## config.mk

```make
export PLATFORM = sky130hd
export DESIGN_NAME = mmv_input_packer
export DESIGN_NICKNAME = d
export VERILOG_FILES = /design/src/rtl/mmv_input_packer.sv
export SDC_FILE = /design/constraint.sdc
export NUM_CORES = 1
export LEC_CHECK = 0
export ABC_AREA = 1
export CAP_MARGIN = 20
export CORE_MARGIN = 2
export CORE_UTILIZATION = 40
export DETAILED_ROUTE_END_ITERATION = 12
export PLACE_DENSITY_LB_ADDON = 0.15
export SYNTH_ARGS = -nofsm -noshare
export SYNTH_HDL_FRONTEND = slang
export SYNTH_SLANG_ARGS = --single-unit
```

## constraint.sdc

```tcl
create_clock -name clk -period 2 [get_ports clk]
set_input_delay 0.4 -clock clk [delete_from_list [all_inputs] [get_ports clk]]
set_output_delay 0.4 -clock clk [all_outputs]
set_load 0.05 [all_outputs]
```

## src/rtl/mmv_input_packer.sv

```systemverilog
// ============================================================================
// Module      : mmv_input_packer
// Description : Packs MMV_IN consecutive SIMD-wide input words into one wide
//               AXI-Stream beat without ever letting a beat span two image
//               rows; the last beat of a row is zero-padded when the row
//               length is not a multiple of MMV_IN.
//               Optional feature macro: MMV_PACK_TLAST_EN adds op_axis_tlast,
//               marking the final beat of each frame.
// Revision    : 1.0 - initial release
// ============================================================================
`default_nettype none
`timescale 1ns/1ps

module mmv_input_packer #(
  parameter int MMV_IN       = 3,
  parameter int SIMD         = 1,
  parameter int IP_PRECISION = 8,
  parameter int IFMChannels  = 2,
  parameter int IFMWidth     = 6,
  parameter int IFMHeight    = 6
) (
  input  logic                                  clk,
  input  logic                                  resetn,
  input  logic [SIMD*IP_PRECISION-1:0]          ip_axis_tdata,
  input  logic                                  ip_axis_tvalid,
  output logic                                  ip_axis_tready,
  output logic [MMV_IN*SIMD*IP_PRECISION-1:0]   op_axis_tdata,
  output logic                                  op_axis_tvalid,
  input  logic                                  op_axis_tready
`ifdef MMV_PACK_TLAST_EN
  ,
  output logic                                  op_axis_tlast
`endif
);

  localparam int c_w      = SIMD * IP_PRECISION;
  localparam int c_ow     = MMV_IN * c_w;
  localparam int c_wpr    = IFMWidth * IFMChannels / SIMD;
  localparam int c_lane_w = (MMV_IN > 1) ? $clog2(MMV_IN) : 1;
  localparam int c_word_w = (c_wpr > 1) ? $clog2(c_wpr) : 1;

  localparam logic [c_lane_w-1:0] c_last_lane = c_lane_w'(MMV_IN - 1);
  localparam logic [c_word_w-1:0] c_last_word = c_word_w'(c_wpr - 1);

  // Reject configurations where a pixel does not split into whole words.
  if (((IFMChannels % SIMD) != 0) || (IFMHeight < 1) || (MMV_IN < 1)) begin : g_bad_cfg
    $error("mmv_input_packer: illegal parameter combination");
  end

  logic [c_lane_w-1:0] r_lane;
  logic [c_word_w-1:0] r_word;
  logic [c_ow-1:0]     r_stage;
  logic [c_ow-1:0]     r_tdata;
  logic                r_tvalid;

  logic                w_accept;
  logic                w_row_end;
  logic                w_beat_done;
  logic [c_ow-1:0]     w_beat;

  assign ip_axis_tready = ~r_tvalid | op_axis_tready;
  assign w_accept       = ip_axis_tvalid & ip_axis_tready;
  assign w_row_end      = (r_word == c_last_word);
  assign w_beat_done    = (r_lane == c_last_lane) | w_row_end;

  // Beat as it would look with the current word placed: filled lanes from
  // staging, current word in lane r_lane, lanes above it forced to zero.
  for (genvar l = 0; l < MMV_IN; l++) begin : g_lane
    assign w_beat[l*c_w +: c_w] =
        (c_lane_w'(l) <  r_lane) ? r_stage[l*c_w +: c_w] :
        (c_lane_w'(l) == r_lane) ? ip_axis_tdata :
                                   {c_w{1'b0}};
  end

  // Lane/word position tracking and staging of a partially filled beat.
  always_ff @(posedge clk or negedge resetn) begin
    if (!resetn) begin
      r_lane  <= '0;
      r_word  <= '0;
      r_stage <= '0;
    end else if (w_accept) begin
      if (w_beat_done) begin
        r_lane  <= '0;
        r_stage <= '0;
      end else begin
        r_lane  <= r_lane + c_lane_w'(1);
        r_stage <= w_beat;
      end
      r_word <= w_row_end ? '0 : r_word + c_word_w'(1);
    end
  end

  // Output beat register: loads on completion, held while stalled, dropped
  // after transfer unless a new beat completes on the same edge.
  always_ff @(posedge clk or negedge resetn) begin
    if (!resetn) begin
      r_tdata  <= '0;
      r_tvalid <= 1'b0;
    end else if (w_accept && w_beat_done) begin
      r_tdata  <= w_beat;
      r_tvalid <= 1'b1;
    end else if (op_axis_tready) begin
      r_tvalid <= 1'b0;
    end
  end

  assign op_axis_tdata  = r_tdata;
  assign op_axis_tvalid = r_tvalid;

`ifdef MMV_PACK_TLAST_EN
  localparam int c_row_w = (IFMHeight > 1) ? $clog2(IFMHeight) : 1;
  localparam logic [c_row_w-1:0] c_last_row = c_row_w'(IFMHeight - 1);

  logic [c_row_w-1:0] r_row;
  logic               r_tlast;

  // Row counter, advanced on the word that closes each row.
  always_ff @(posedge clk or negedge resetn) begin
    if (!resetn) begin
      r_row <= '0;
    end else if (w_accept && w_row_end) begin
      r_row <= (r_row == c_last_row) ? '0 : r_row + c_row_w'(1);
    end
  end

  // Frame-end flag travels with the beat and is held with it.
  always_ff @(posedge clk or negedge resetn) begin
    if (!resetn) begin
      r_tlast <= 1'b0;
    end else if (w_accept && w_beat_done) begin
      r_tlast <= w_row_end && (r_row == c_last_row);
    end
  end

  assign op_axis_tlast = r_tlast;
`endif

endmodule

`default_nettype wire
```

==> impl_metrics.csv <==
group,metric,value,unit
power_and_ir_drop,ir_worst_vdd,0.620,mV
synthesis,synth-xor-area-share,0,%
power_and_ir_drop,p_int,2.68,mW
power_and_ir_drop,swShare,44.8,%
routing,post-route-drc-count,0,
setup_path,start_kind,"register",
setup_path,end_kind,"output pin",
sta,fin_crit_sh,95.3,%
clock_tree,post_cts.repair.setup_buffers,0,
floorplan,rows,29,
setup_path,crit_fanout,2,
setup_path,worstRegToRegCells,7,
setup_path,arrival,1.51,ns
job,cap_violations,0,
power_and_ir_drop,comb_power_share,46.1,%
sta,setup_violations,0,
power_and_ir_drop,p_leak,1.75,nW
power_and_ir_drop,p_switching,2.18,mW
routing,wl,5.97,mm
floorplan,initial_utilization,41.4,%
setup_path,worstPathCellList,"clkdlybuf4s50_1",
sta,rsz0062_at_grt,"false",
sta,setup_ws,0.0944,ns
power_and_ir_drop,seq_power_share,35.7,%
routing,post_drt_wl_per_cell,13.4,microns
power_and_ir_drop,p_per_area,1530,mW/mm^2
routing,drt_iter0_drc,158,
setup_path,slowest_delay,0.81,ns
grt,grt_pass1_wl,10.1,mm
sta,maxSlewViolCount,0,
grt,track_usage,17.9,%
synthesis,avgSynthCellArea,7.92,sq um
sta,worst_pin_slew,0.579,ns
synthesis,synth_compound_area_share,1.38,%
synthesis,synth.mux.area_fraction,0,%
grt,overflow,0,
clock_tree,cts_root_buffer,"clkbuf_8",
clock_tree,numCtsBuffers,5,
routing,dr_total_vias,2143,
synthesis,synthCells,332,
clock_tree,insertion_delay,0.32,ns
hold_path,min_path_type,"in -> async",
setup_path,criticalPathCategory,"reg -> out",
placed_design,detailedPlace.worstSlack,0.267,ns
final_layout,syn_to_final_growth,21.0,%
setup_path,r2r_setup_slack,0.24,ns
synthesis,synth_cell_types,22,
routing,viasPerCell,4.82,
grt,grt_pass1_vias,1990,
grt,grt_max_degree,33,
final_layout,drive_above_1_share,7.34,%
sta,period_needed,1.91,ns
floorplan,ios,38,
setup_path,timing.rr.start,"r_lane[1]",
final_layout,layout_common_cells,"nand2_1 (199), dfrtp_1 (55), clkdlybuf4s50_1 (34), nand3_1 (33)",
sta,max_slew_margin,61.4,%
synthesis,yosys_register_bits,55,
setup_path,crit_start,"op_axis_tdata[14]",
final_layout,fin_nets,384,
power_and_ir_drop,total_power,4.86,mW
placed_design,place_congestion,0.754,
synthesis,ys_seq_area_share,52.3,%
setup_path,r2r_end,"op_axis_tdata[7]",
power_and_ir_drop,clkPwrFrac,18.2,%
floorplan,core,0.00635,sq mm
floorplan,die_w,85.1,microns
final_layout,fin_util,50.1,%
setup_path,slowest_stage,"clkdlybuf4s50_1",
final_layout,final_common_cell,"nand2_1",
grt,antenna_found_initial,0,
synthesis,ys_warn_count,0,
placed_design,port_buffers,37,
sta,fmax,0.525,GHz
sta,hold_viol_final,0,
sta,timing.setup.tns,0,ns
final_layout,num-fill-cells,604,
setup_path,cp.required,1.60,ns
floorplan,die-height,85.1,microns
clock_tree,clk_pin_slew,0.10,ns
routing,ant_nets,0,
placed_design,hpwl,4.21,mm
routing,drtPass1Iterations,4,
synthesis,synthSimpleGateAreaFrac,38.2,%
outcome,outcome,"complete, no violations",
setup_path,cpLargestDelayFamily,"buffers and inverters",
clock_tree,htreeDepth,2,
clock_tree,ctsHoldBuffers,0,
clock_tree,clock_path_buffers,2,
final_layout,antenna_cells,0,
sta,fin_skew,0.00540,ns
setup_path,worst-path-stages,1,
synthesis,synthAdderAreaFrac,2.38,%
clock_tree,cts_tree,"done",
synthesis,synth_top_family_by_area,"simple AND/OR/NAND/NOR gates",
synthesis,synth_fp_nets,349,
clock_tree,clock-sinks,55,
floorplan,die_area,0.00724,sq mm
setup_path,critPathBufInv,1,
synthesis,synthesis.area,0.00263,sq mm
[how the worst max path moves through the flow]
stage | endpoint | slack, ns
3_5_place_dp | r_stage[17] | 0.27
6_report | op_axis_tdata[14] | 0.09
3_3_place_gp | r_stage[19] | 0.27
4_1_cts | op_axis_tvalid | 0.001
5_1_grt | op_axis_tdata[14] | 0.05
2_1_floorplan | r_stage[10] | 0.36
[final cells by class]
| cell class | instances | area (sq um) | share of cell area, % |
|---|---|---|---|
| flip-flops and latches | 55 | 1380 | 43.2 |
| multi-input cells | 253 | 1100 | 34.7 |
| repair buffers | 43 | 435 | 13.7 |
| well taps | 77 | 96.3 | 3.03 |
| clock buffers | 5 | 68.8 | 2.16 |
| clock inverters | 3 | 67.6 | 2.12 |
| inverters | 9 | 33.8 | 1.06 |
[through the flow]
stage               hold WS, ns  cell area [sq um]  std cells
detailed placement        0.428               3040        437
global route              0.113               3180        445
global placement          0.429               3040        437
floorplan                 0.104               2630        332
CTS                      0.0867               3180        445
finish                   0.0710               3180        445
[cell families (layout without fill, tap and decap cells)]
| kind of cell | Yosys count | after routing |
|---|---|---|
| AND/OR/NAND/NOR | 243 | 243 |
| flip-flops | 55 | 55 |
| adder cells (fa/ha/maj) | 5 | 5 |
| buffers and inverters | 24 | 60 |
| AO/OA/AOI/OAI | 5 | 5 |
[cells in the mapped netlist, drive strengths merged]
library cell / n / area share (%)
nand2: 203 / 30
dfrtp: 55 / 52
nand3: 34 / 6.7
buf: 14 / 4.2
inv: 8 / 1.1
ha: 5 / 2.4
nor2: 5 / 1.4
o21ai: 3 / 0.57
a21oi: 2 / 0.81
clkbuf: 1 / 0.14
clkinv: 1 / 0.14
nand4: 1 / 0.24
[per-layer routing]
metal	GRT usage [%]	vias to the layer above	share of wire [%]
li1	-	1102	-
met1	28.9	984	52
met2	24.0	49	42
met3	3.11	8	4.8
met4	6.06	0	1.5
met5	0	-	0
[timing repair]
action	CTS	global route
hold endpoints to repair	0	0
resized for setup	0	1
endpoints found under the setup margin	0	1
[power by group through the flow]
stage / registers, mW / clock network [mW] / logic, mW
floorplan: 2.23 / 0 / 1.13
detailed placement: 1.76 / 0 / 2.25
finish: 1.74 / 0.884 / 2.24
global route: 1.79 / 0.945 / 2.46
global placement: 1.75 / 0 / 2.23
CTS: 1.74 / 0.898 / 2.26
[worst register-to-register path, cell delays in order (launching register included)]
cell	delay, ns
dfrtp_1	0.59
clkinv_1	0.16
ha_1	0.32
inv_1	0.25
nand2_1	0.08
nand2_1	0.12
nand3_1	0.10
nand2_1	0.08
[sequential cells by signal (all words and copies together), names as in the netlist]
register,flops
op_axis_tdata,24
r_lane,2
r_stage,24
r_word,4
op_axis_tvalid,1
No activity file was read; power rests on OpenSTA's default activity.
